<file path="src/rtl/mac_operand_sequencer_if.sv">
// Operand stream into the sequencer and operand/handshake lines out to the shift-add MAC stage.
interface mac_operand_sequencer_if #(
  parameter int DATA_W = 16
);
  logic              in_valid;
  logic              in_ready;
  logic [DATA_W-1:0] in_a;
  logic [DATA_W-1:0] in_b;
  logic [DATA_W-1:0] A;
  logic [DATA_W-1:0] B;
  logic              MAC_START;
  logic              mac_done;

  // Environment side: offers operand pairs and plays the MAC stage.
  modport master (
    output in_valid, in_a, in_b, mac_done,
    input  in_ready, A, B, MAC_START
  );

  // Sequencer side.
  modport slave (
    input  in_valid, in_a, in_b, mac_done,
    output in_ready, A, B, MAC_START
  );
endinterface

</file>
<file path="src/rtl/mac_operand_sequencer.sv">
// Buffers A/B operand pairs and issues them one at a time to the shift-add MAC stage, counting pairs per frame.
// Optional WAIT watchdog enabled by defining MAC_SEQ_TIMEOUT_EN.
module mac_operand_sequencer #(
  parameter int DATA_W  = 16,
  parameter int DEPTH   = 4,
  parameter int CNT_W   = 8,
  parameter int TIMEOUT = 32
) (
  input  logic                   clk,
  input  logic                   reset,
  mac_operand_sequencer_if.slave bus,
  input  logic [CNT_W-1:0]       frame_len,
  output logic                   busy,
  output logic                   frame_done,
  output logic [CNT_W-1:0]       op_count,
  output logic                   timeout_err
);

  localparam int AW = $clog2(DEPTH);
  localparam logic [AW:0] FULL_CNT = (AW+1)'(DEPTH);

  typedef enum logic [2:0] {
    S_IDLE,
    S_ISSUE,
    S_ARM,
    S_WAIT,
    S_RELEASE
  } state_t;

  state_t            state;
  state_t            state_nxt;

  logic [DATA_W-1:0] mem_a [DEPTH];
  logic [DATA_W-1:0] mem_b [DEPTH];
  logic [AW-1:0]     wr_ptr;
  logic [AW-1:0]     rd_ptr;
  logic [AW:0]       count;
  logic              fifo_empty;
  logic              fifo_full;
  logic              push;
  logic              pop;

  logic [CNT_W-1:0]  frame_len_q;
  logic              last_pair;
  logic              abort_q;
  logic              tmo_hit;

  // A frame_len of zero behaves as a one-pair frame.
  function automatic logic [CNT_W-1:0] eff_frame_len(input logic [CNT_W-1:0] len);
    return (len == '0) ? CNT_W'(1) : len;
  endfunction

  assign fifo_empty   = (count == '0);
  assign fifo_full    = (count == FULL_CNT);
  assign bus.in_ready = !fifo_full;
  assign push         = bus.in_valid && !fifo_full;
  assign pop          = (state == S_IDLE) && !fifo_empty;
  assign busy         = (state != S_IDLE) || !fifo_empty;
  assign last_pair    = ((op_count + CNT_W'(1)) == eff_frame_len(frame_len_q));

  // ---- operand FIFO: pointers wrap naturally since DEPTH is a power of two
  always_ff @(posedge clk) begin
    if (reset) begin
      wr_ptr <= '0;
      rd_ptr <= '0;
      count  <= '0;
    end else begin
      if (push) wr_ptr <= wr_ptr + 1'b1;
      if (pop)  rd_ptr <= rd_ptr + 1'b1;
      case ({push, pop})
        2'b10:   count <= count + 1'b1;
        2'b01:   count <= count - 1'b1;
        default: count <= count;
      endcase
    end
  end

  always_ff @(posedge clk) begin
    if (push) begin
      mem_a[wr_ptr] <= bus.in_a;
      mem_b[wr_ptr] <= bus.in_b;
    end
  end

  // ---- operand hold registers: change only on pop, stable ISSUE..RELEASE
  always_ff @(posedge clk) begin
    if (reset) begin
      bus.A <= '0;
      bus.B <= '0;
    end else if (pop) begin
      bus.A <= mem_a[rd_ptr];
      bus.B <= mem_b[rd_ptr];
    end
  end

`ifdef MAC_SEQ_TIMEOUT_EN
  localparam int TW = $clog2(TIMEOUT + 1);

  logic [TW-1:0] tmo_cnt;

  always_ff @(posedge clk) begin
    if (reset) begin
      tmo_cnt <= '0;
    end else if (state == S_WAIT) begin
      tmo_cnt <= tmo_cnt + 1'b1;
    end else begin
      tmo_cnt <= '0;
    end
  end

  // Fires in the TIMEOUT-th WAIT cycle if the MAC stage still has not answered.
  assign tmo_hit = (state == S_WAIT) && !bus.mac_done && (tmo_cnt == TW'(TIMEOUT - 1));

  always_ff @(posedge clk) begin
    if (reset) begin
      timeout_err <= 1'b0;
    end else if (tmo_hit) begin
      timeout_err <= 1'b1;
    end
  end
`else
  logic unused_timeout_cfg;

  assign unused_timeout_cfg = ^TIMEOUT;
  assign tmo_hit            = 1'b0;
  assign timeout_err        = 1'b0;
`endif

  // ---- sequencer FSM
  always_ff @(posedge clk) begin
    if (reset) begin
      state <= S_IDLE;
    end else begin
      state <= state_nxt;
    end
  end

  always_comb begin
    state_nxt     = state;
    bus.MAC_START = 1'b0;
    case (state)
      S_IDLE: begin
        if (!fifo_empty) state_nxt = S_ISSUE;
      end
      S_ISSUE: begin
        // mac_done may still be high from the previous pair; not looked at here.
        bus.MAC_START = 1'b1;
        state_nxt     = S_ARM;
      end
      S_ARM: begin
        bus.MAC_START = 1'b1;
        state_nxt     = S_WAIT;
      end
      S_WAIT: begin
        bus.MAC_START = 1'b1;
        if (bus.mac_done || tmo_hit) state_nxt = S_RELEASE;
      end
      S_RELEASE: begin
        state_nxt = S_IDLE;
      end
      default: begin
        state_nxt = S_IDLE;
      end
    endcase
  end

  // ---- frame accounting
  always_ff @(posedge clk) begin
    if (reset) begin
      op_count    <= '0;
      frame_len_q <= '0;
      frame_done  <= 1'b0;
      abort_q     <= 1'b0;
    end else begin
      frame_done <= 1'b0;
      if ((state == S_ISSUE) && (op_count == '0)) begin
        frame_len_q <= frame_len;
      end
      if (state == S_WAIT) begin
        abort_q <= tmo_hit;
      end
      // An aborted pair neither counts nor closes a frame.
      if ((state == S_RELEASE) && !abort_q) begin
        if (last_pair) begin
          op_count   <= '0;
          frame_done <= 1'b1;
        end else begin
          op_count   <= op_count + CNT_W'(1);
        end
      end
    end
  end

endmodule

</file>
<file path="src/flat_wrapper.sv">
// flat-port wrapper written by rule: the top's interface ports become plain ports
module mac_operand_sequencer_flat 
#(
  parameter int DATA_W  = 16,
  parameter int DEPTH   = 4,
  parameter int CNT_W   = 8,
  parameter int TIMEOUT = 32
)
  (clk, reset, frame_len, busy, frame_done, op_count, timeout_err, bus_in_valid, bus_in_a, bus_in_b, bus_mac_done, bus_in_ready, bus_A, bus_B, bus_MAC_START);
  mac_operand_sequencer_if #(.DATA_W(DATA_W)) bus_i ();
  input  logic clk;
  input  logic reset;
  input  logic [CNT_W-1:0] frame_len;
  output logic busy;
  output logic frame_done;
  output logic [CNT_W-1:0] op_count;
  output logic timeout_err;
  input wire logic [$bits(bus_i.in_valid)-1:0] bus_in_valid;
  input wire logic [$bits(bus_i.in_a)-1:0] bus_in_a;
  input wire logic [$bits(bus_i.in_b)-1:0] bus_in_b;
  input wire logic [$bits(bus_i.mac_done)-1:0] bus_mac_done;
  output wire logic [$bits(bus_i.in_ready)-1:0] bus_in_ready;
  output wire logic [$bits(bus_i.A)-1:0] bus_A;
  output wire logic [$bits(bus_i.B)-1:0] bus_B;
  output wire logic [$bits(bus_i.MAC_START)-1:0] bus_MAC_START;
  assign bus_i.in_valid = bus_in_valid;
  assign bus_i.in_a = bus_in_a;
  assign bus_i.in_b = bus_in_b;
  assign bus_i.mac_done = bus_mac_done;
  assign bus_in_ready = bus_i.in_ready;
  assign bus_A = bus_i.A;
  assign bus_B = bus_i.B;
  assign bus_MAC_START = bus_i.MAC_START;
  mac_operand_sequencer #(.DATA_W(DATA_W), .DEPTH(DEPTH), .CNT_W(CNT_W), .TIMEOUT(TIMEOUT)) u_core (.clk(clk), .reset(reset), .bus(bus_i), .frame_len(frame_len), .busy(busy), .frame_done(frame_done), .op_count(op_count), .timeout_err(timeout_err));
endmodule
</file>
<file path="config.mk">
export PLATFORM = sky130hd
export DESIGN_NAME = mac_operand_sequencer_flat
export DESIGN_NICKNAME = d
export VERILOG_FILES = /design/src/rtl/mac_operand_sequencer_if.sv /design/src/rtl/mac_operand_sequencer.sv /design/src/flat_wrapper.sv
export SDC_FILE = /design/constraint.sdc
export NUM_CORES = 1
export LEC_CHECK = 0
export ABC_AREA = 1
export CAP_MARGIN = 20
export CORE_MARGIN = 5
export CORE_UTILIZATION = 30
export CTS_BUF_LIST = sky130_fd_sc_hd__clkbuf_16
export DETAILED_ROUTE_END_ITERATION = 10
export SETUP_SLACK_MARGIN = 0.1
export SLEW_MARGIN = 25
export SYNTH_ARGS = -nofsm -noshare
export SYNTH_HDL_FRONTEND = slang
export SYNTH_SLANG_ARGS = --single-unit
</file>
<file path="constraint.sdc">
create_clock -name clk -period 2.25 [get_ports clk]
set_input_delay 0.225 -clock clk [delete_from_list [all_inputs] [get_ports clk]]
set_output_delay 0.225 -clock clk [all_outputs]
set_load 0.01 [all_outputs]
</file>
==> results of run 1 <==
==> Yosys cell counts, drive strengths merged <==
cell type,number
xor2,2
nor3,5
a31oi,32
fa,1
inv,34
conb,1
buf,15
clkbuf,23
or2,1
nand3,13
nand4,1
edfxtp,128
o21ai,113
o211ai,1
dfxtp,59
xnor2,1
clkinv,2
a21oi,26
ha,7
nor4b,1
nand2,56
nor2,157
==> power breakdown <==
part	internal (mW)	switching, mW	leakage (nW)	total, mW
clock network	1.57	1.38	0.281	2.95
logic	1.09	1.74	1.23	2.83
registers	4.23	0.224	1.66	4.46
==> state kept, by name, indices dropped and copies added (netlist names) <==
signal,count
u_core.frame_done,1
u_core.mem_b,64
u_core.op_count,8
u_core.frame_len_q,8
u_core.bus.A,16
u_core.mem_a,64
u_core.wr_ptr,2
u_core.state,3
u_core.rd_ptr,2
u_core.count,3
u_core.bus.B,16
==> routing by layer <==
metal | up-vias | part of all wire [%]
met2 | 102 | 49
met5 | - | 0
met3 | 13 | 4.5
li1 | 2527 | -
met4 | 0 | 1.3
met1 | 2347 | 45
==> worst max path at each step <==
stage	startpoint	to	slack, ps	cells past startpoint
5_1_grt	u_core.state[0]$_SDFFE_PP0P_	u_core.count[2]$_SDFFE_PP0P_	110	10
4_1_cts	u_core.count[2]$_SDFFE_PP0P_	busy	230	3
6_report	u_core.state[0]$_SDFFE_PP0P_	busy	260	5
2_1_floorplan	u_core.count[1]$_SDFFE_PP0P_	u_core.mem_a[0][0]$_DFFE_PP_	-270	4
3_3_place_gp	bus_in_valid	u_core.count[2]$_SDFFE_PP0P_	260	9
3_5_place_dp	u_core.state[0]$_SDFFE_PP0P_	u_core.count[2]$_SDFFE_PP0P_	290	10
==> per-stage QoR <==
stage / util, % / cells
finish: 38.39 / 1102
global route: 38.39 / 1102
CTS: 38.39 / 1102
detailed placement: 35.94 / 1070
global placement: 35.94 / 1070
floorplan: - / 679
==> cells in the final DEF (no fill, tap or decap), types with 2 or more instances in the layout <==
cell type and instances:
sky130_fd_sc_hd__a21oi_1 26, sky130_fd_sc_hd__a31oi_1 32, sky130_fd_sc_hd__buf_12 8, sky130_fd_sc_hd__buf_4 10, sky130_fd_sc_hd__clkbuf_16 17, sky130_fd_sc_hd__clkdlybuf4s50_1 87
sky130_fd_sc_hd__clkinv_1 2, sky130_fd_sc_hd__clkinv_8 3, sky130_fd_sc_hd__clkinvlp_4 3, sky130_fd_sc_hd__dfxtp_1 57, sky130_fd_sc_hd__dfxtp_2 2, sky130_fd_sc_hd__edfxtp_1 128
sky130_fd_sc_hd__ha_1 7, sky130_fd_sc_hd__inv_1 34, sky130_fd_sc_hd__inv_2 2, sky130_fd_sc_hd__inv_6 3, sky130_fd_sc_hd__inv_8 2, sky130_fd_sc_hd__nand2_1 56
sky130_fd_sc_hd__nand3_1 12, sky130_fd_sc_hd__nor2_1 151, sky130_fd_sc_hd__nor2_2 2, sky130_fd_sc_hd__nor2_4 4, sky130_fd_sc_hd__nor3_1 2, sky130_fd_sc_hd__nor3_2 2
sky130_fd_sc_hd__o21ai_0 110, sky130_fd_sc_hd__o21ai_1 3, sky130_fd_sc_hd__xor2_1 2
==> final cells by class <==
cell class | instances | area share (%)
clock buffers | 17 | 4.583
clock inverters | 15 | 1.752
repair buffers | 105 | 11.92
multi-input cells | 418 | 21.77
inverters | 36 | 1.456
flip-flops and latches | 187 | 54.16
well taps | 324 | 4.367
==> worst max-delay path, stage by stage, from the launching register on <==
cell and delay (ps):
sky130_fd_sc_hd__dfxtp_1 330, sky130_fd_sc_hd__nor2_1 210, sky130_fd_sc_hd__inv_2 80, sky130_fd_sc_hd__nor2_1 90, sky130_fd_sc_hd__nand2_1 120, sky130_fd_sc_hd__clkdlybuf4s50_1 510
==> logic make-up after synthesis <==
| kind of cell | after synthesis |
|---|---|
| buf+inv | 74 |
| flops | 187 |
| simple gates | 234 |
| compound gates | 172 |
| fa+ha+maj | 8 |
| xor+xnor | 3 |
| other cells | 1 |
==> timing repair <==
item	4_1_cts	5_1_grt
hold endpoints to repair	0	0
resized for setup	1	0
endpoints found under the setup margin	1	0
==> results.yml, run 1 <==
run_status:
  status: "complete, no violations"
clock_tree:
  clock_latency_ps: 430
  cts.path.max_buffers: 2
  post-cts-setup-buffer-count: 0
  holdBufCountCts: 0
  clock_tree.htree_level_count: 4
  clk_pin_slew_worst_setup_hold_paths_ps: 70
  root_buffer: "sky130_fd_sc_hd__clkbuf_16"
  cts_buffers: 17
  cts_tree: "built"
  cts.sinks: 187
sta:
  worst_slew_margin_pct: 36.27
  finalHoldViolCount: 0
  grt_setup_unrepaired: "false"
  timing.final.crit_period_ps: 1995
  timing.fmax_mhz: 501.3
  timing.clock.skew_ps: 15.10
  fin_setup_tns_ps: 0
  finalSetupViolCount: 0
  fin_ws_ps: 255.4
  final-max-slew-violation-count: 0
  worst-slew-pin-transition_ps: 954.6
  fin_crit_sh_pct: 88.65
  whs_ps: 429.4
synth:
  synthSimpleGateAreaFrac_pct: 12.85
  yosysWarningCount: 0
  syn_area_per_cell_um2: 10.75
  synth-adder-area-share_pct: 1.474
  yosys.area_share.xor_xnor_pct: 0.3598
  main_combinational_cell_family_by_area_after_synthesis: "simple AND/OR/NAND/NOR gates"
  netlist-cell-type-count: 30
  cell_taking_the_most_area_after_synthesis: "sky130_fd_sc_hd__edfxtp_1"
  yosys_register_bits: 187
  mappedNetlistArea_um2: 7302
  synth_compound_area_share_pct: 12.37
  syn-instance-count: 679
  net_count_synth: 731
  yosys.area.top_type_share_pct: 52.64
  sequential_fraction_of_the_synthesis_area_pct: 68.81
  synthMuxAreaShare_pct: 0
  synth_area_leaders: "sky130_fd_sc_hd__edfxtp_1 53%, sky130_fd_sc_hd__dfxtp_1 16%, sky130_fd_sc_hd__nor2_1 8.0%"
floorplan:
  fp.coreArea_um2: 24180
  num_rows: 57
  start_util_pct: 30.20
  top_level_ports: 89
  floorplan.die.width_um: 166.0
  dieArea_um2: 27560
  chipHeight_um: 166.0
hold_path:
  hp-start: "bus_in_b[2]"
  hold_path.class: "in -> reg"
  hold-path-endpoint: "u_core.mem_b[2][2]$_DFFE_PP_"
  timing.hold.worst_path_depth: 1
final_layout:
  multi_input_gate_area_in_the_final_layout_um2: 2021
  sequential_cell_area_um2: 5027
  fillCellCount: 2318
  antennaDiodeCount: 0
  areaGrowthSynthToFinish_pct: 27.12
  drive_above_1_share_pct: 8.098
  final_nets: 817
  postLayoutCellArea_um2: 9283
worst_setup_path:
  rr_worst_depth: 10
  worstSetupPathType: "reg -> out"
  setup.worst_path.end_class: "output pin"
  reg2reg_from: "u_core.state[0]$_SDFFE_PP0P_"
  reg_to_reg_end: "u_core.count[2]$_SDFFE_PP0P_"
  critical_path.max_fanout: 4
  r2r_setup_slack_ps: 260
  critPathLaunchType: "register"
  data_arrival_at_the_endpoint_of_the_critical_path_ps: 1770
  critical_path_required_ps: 2030
grt:
  first_pass_grt_wire_length_um: 26180
  globalRoute.busiestLayer: "met2"
  grt_antenna_before_repair: 0
  grt_use_total_pct: 12.07
  global_route.usage.met2_pct: 20.37
  grt_max_degree: 68
  grt_util_met3_pct: 3.618
  via_count_of_the_first_global_routing_pass: 4896
  gr-total-overflow: 0
  grt_use_met1_pct: 14.93
drt:
  wl_per_cell_um: 14.88
  ant_nets: 0
  detailedRoute.firstPassIterationCount: 4
  vias: 4989
  drcViolationCount: 0
  vias_per_cell: 4.527
  wl_um: 16400
  drt_iter0_drc: 284
power:
  power_density_nw_per_um2: 1102
  post-layout-total-power_mw: 10.23
  vdd_drop_max_mv: 0.3853
  total_leakage_power_nw: 3.176
place:
  dp_hpwl_um: 10040
  placement.io_buffers: 87
  place.gp.congestion: 0.8644
  place_area_um2: 8690
  worst_slack_at_placement_ps: 288.6
flow_run:
  drv.max_cap_violation_count: 0
Note: power is estimated with default switching activity, not from simulation.
==> run 2: changes to the inputs <==
- PLACE_DENSITY_LB_ADDON: not set -> 0.25
- SKIP_CTS_REPAIR_TIMING: not set -> 1
==> results.yml, run 2 (synthesis gave the netlist of run 1 again) <==
worst_setup_path:
  critPathLaunchType: "register"
  critical_path.max_fanout: 3
  worstPathCellList: "nor3_1 > nand2_1 > clkdlybuf4s50_1"
  critical_path_required_ps: 2030
  worst-path-stages: 3
  critPathSlowestCell: "sky130_fd_sc_hd__clkdlybuf4s50_1"
  rr_worst_depth: 10
  data_arrival_at_the_endpoint_of_the_critical_path_ps: 1850
  critical-path-max-stage-delay_ps: 530
  setup.worst_path.end_class: "output pin"
  worst-path-buf-inv: 1
  timing.critical_path.max_delay_family: "simple AND/OR/NAND/NOR gates"
  worstSetupPathType: "reg -> out"
final_layout:
  sequential_cell_area_um2: 5027
  top_regs: "u_core.mem_a (64), u_core.mem_b (64)"
  areaGrowthSynthToFinish_pct: 27.43
  final_nets: 816
  layout_commonest_cell: "sky130_fd_sc_hd__nor2_1"
  multi_input_gate_area_in_the_final_layout_um2: 2023
  antennaDiodeCount: 0
  drive_above_1_share_pct: 8.237
  final_cell_mix: "150 x sky130_fd_sc_hd__nor2_1, 128 x sky130_fd_sc_hd__edfxtp_1, 110 x sky130_fd_sc_hd__o21ai_0"
  final-instance-count-excl-fill: 1101
  fillCellCount: 2324
clock_tree:
  clk_pin_slew_worst_setup_hold_paths_ps: 80
  cts_tree: "built"
  cts.sinks: 187
  clock_latency_ps: 440
  root_buffer: "sky130_fd_sc_hd__clkbuf_16"
  cts_buffers: 17
  clock_tree.htree_level_count: 4
  cts.path.max_buffers: 2
power:
  power_switching_share_pct: 33.63
  internal-power_mw: 6.984
  clock_power_share_pct: 30.6
  comb_power_share_pct: 26.9
  total_leakage_power_nw: 3.195
  vdd_drop_max_mv: 0.5312
  power_density_nw_per_um2: 1131
  sequential_cell_fraction_of_total_power_pct: 42.5
  power.net_switching_mw: 3.539
grt:
  gr-total-overflow: 0
  grt_antenna_before_repair: 1
  grt_max_degree: 68
  grt_use_total_pct: 12.39
  first_pass_grt_wire_length_um: 26830
  via_count_of_the_first_global_routing_pass: 5033
floorplan:
  top_level_ports: 89
  fp.coreArea_um2: 24180
  start_util_pct: 30.20
  chipHeight_um: 166.0
  num_rows: 57
  dieArea_um2: 27560
  floorplan.die.width_um: 166.0
place:
  dp_hpwl_um: 9950
  place.detailed.instances: 1069
  place.gp.congestion: 0.8095
  placement.io_buffers: 87
drt:
  vias: 5021
  detailedRoute.firstPassIterationCount: 4
  vias_per_cell: 4.560
  wl_per_cell_um: 15.20
  drt_iter0_drc: 290
  drcViolationCount: 0
  ant_nets: 0
  wl_um: 16740
sta:
  grt_setup_unrepaired: "false"
  timing.fmax_mhz: 482.8
  worst-slew-pin-transition_ps: 672.7
  timing.final.crit_period_ps: 2071
  finalHoldViolCount: 0
  final-max-slew-violation-count: 0
  fin_crit_sh_pct: 92.05
  fin_setup_tns_ps: 0
  finalSetupViolCount: 0
  timing.clock.skew_ps: 18.47
  worst_slew_margin_pct: 55.16
hold_path:
  timing.hold.worst_path_depth: 1
  hold_path.class: "in -> reg"
run_status:
  status: "complete, no violations"
flow_run:
  drv.max_cap_violation_count: 0
[run 2: stage by stage]
step | utilization (%) | hold slack [ps] | area [um2] | setup WS [ps] | power, mW
after floorplan | - | 294.7 | 7302 | -273.4 | 6.245
after global placement | 35.76 | 478.4 | 8645 | 275.9 | 7.406
after detailed placement | 35.76 | 479.7 | 8645 | 274.4 | 7.423
after CTS | 38.46 | 400.5 | 9298 | 123.1 | 10.68
after global routing | 38.49 | 402.7 | 9305 | 100.8 | 11.24
final | 38.49 | 420.2 | 9305 | 178.8 | 10.52
[run 2: path summary, 6_finish.rpt]
path / start / end / slack, ps
worst min register to register: u_core.count[2]$_SDFFE_PP0P_ / u_core.count[2]$_SDFFE_PP0P_ / 490
worst max register to register: u_core.state[0]$_SDFFE_PP0P_ / u_core.count[2]$_SDFFE_PP0P_ / 330
worst min-delay path: bus_in_a[0] / u_core.mem_a[1][0]$_DFFE_PP_ / 420
worst max-delay path: u_core.count[2]$_SDFFE_PP0P_ / busy / 180
[run 2: per-layer routing]
layer	up-vias	track usage, %	part of all wire (%)
li1	2522	-	-
met1	2365	15.32	45
met2	119	21.09	48
met3	13	4.023	5.6
met4	2	3.085	1.1
met5	-	0	0.078
[run 2: power groups by stage]
stage	sequential [mW]	clock, mW	combinational [mW]
2_1_floorplan	4.56	0	1.69
3_3_place_gp	4.54	0	2.86
3_5_place_dp	4.54	0	2.88
4_1_cts	4.47	3.32	2.90
5_1_grt	4.53	3.47	3.24
6_report	4.47	3.22	2.83
[run 2: area by class of cell]
| cell class | count | share of cell area [%] |
|---|---|---|
| flip-flops and latches | 187 | 54.03 |
| multi-input cells | 418 | 21.74 |
| repair buffers | 104 | 11.40 |
| clock buffers | 17 | 4.572 |
| well taps | 324 | 4.357 |
| clock inverters | 15 | 2.447 |
| inverters | 36 | 1.452 |
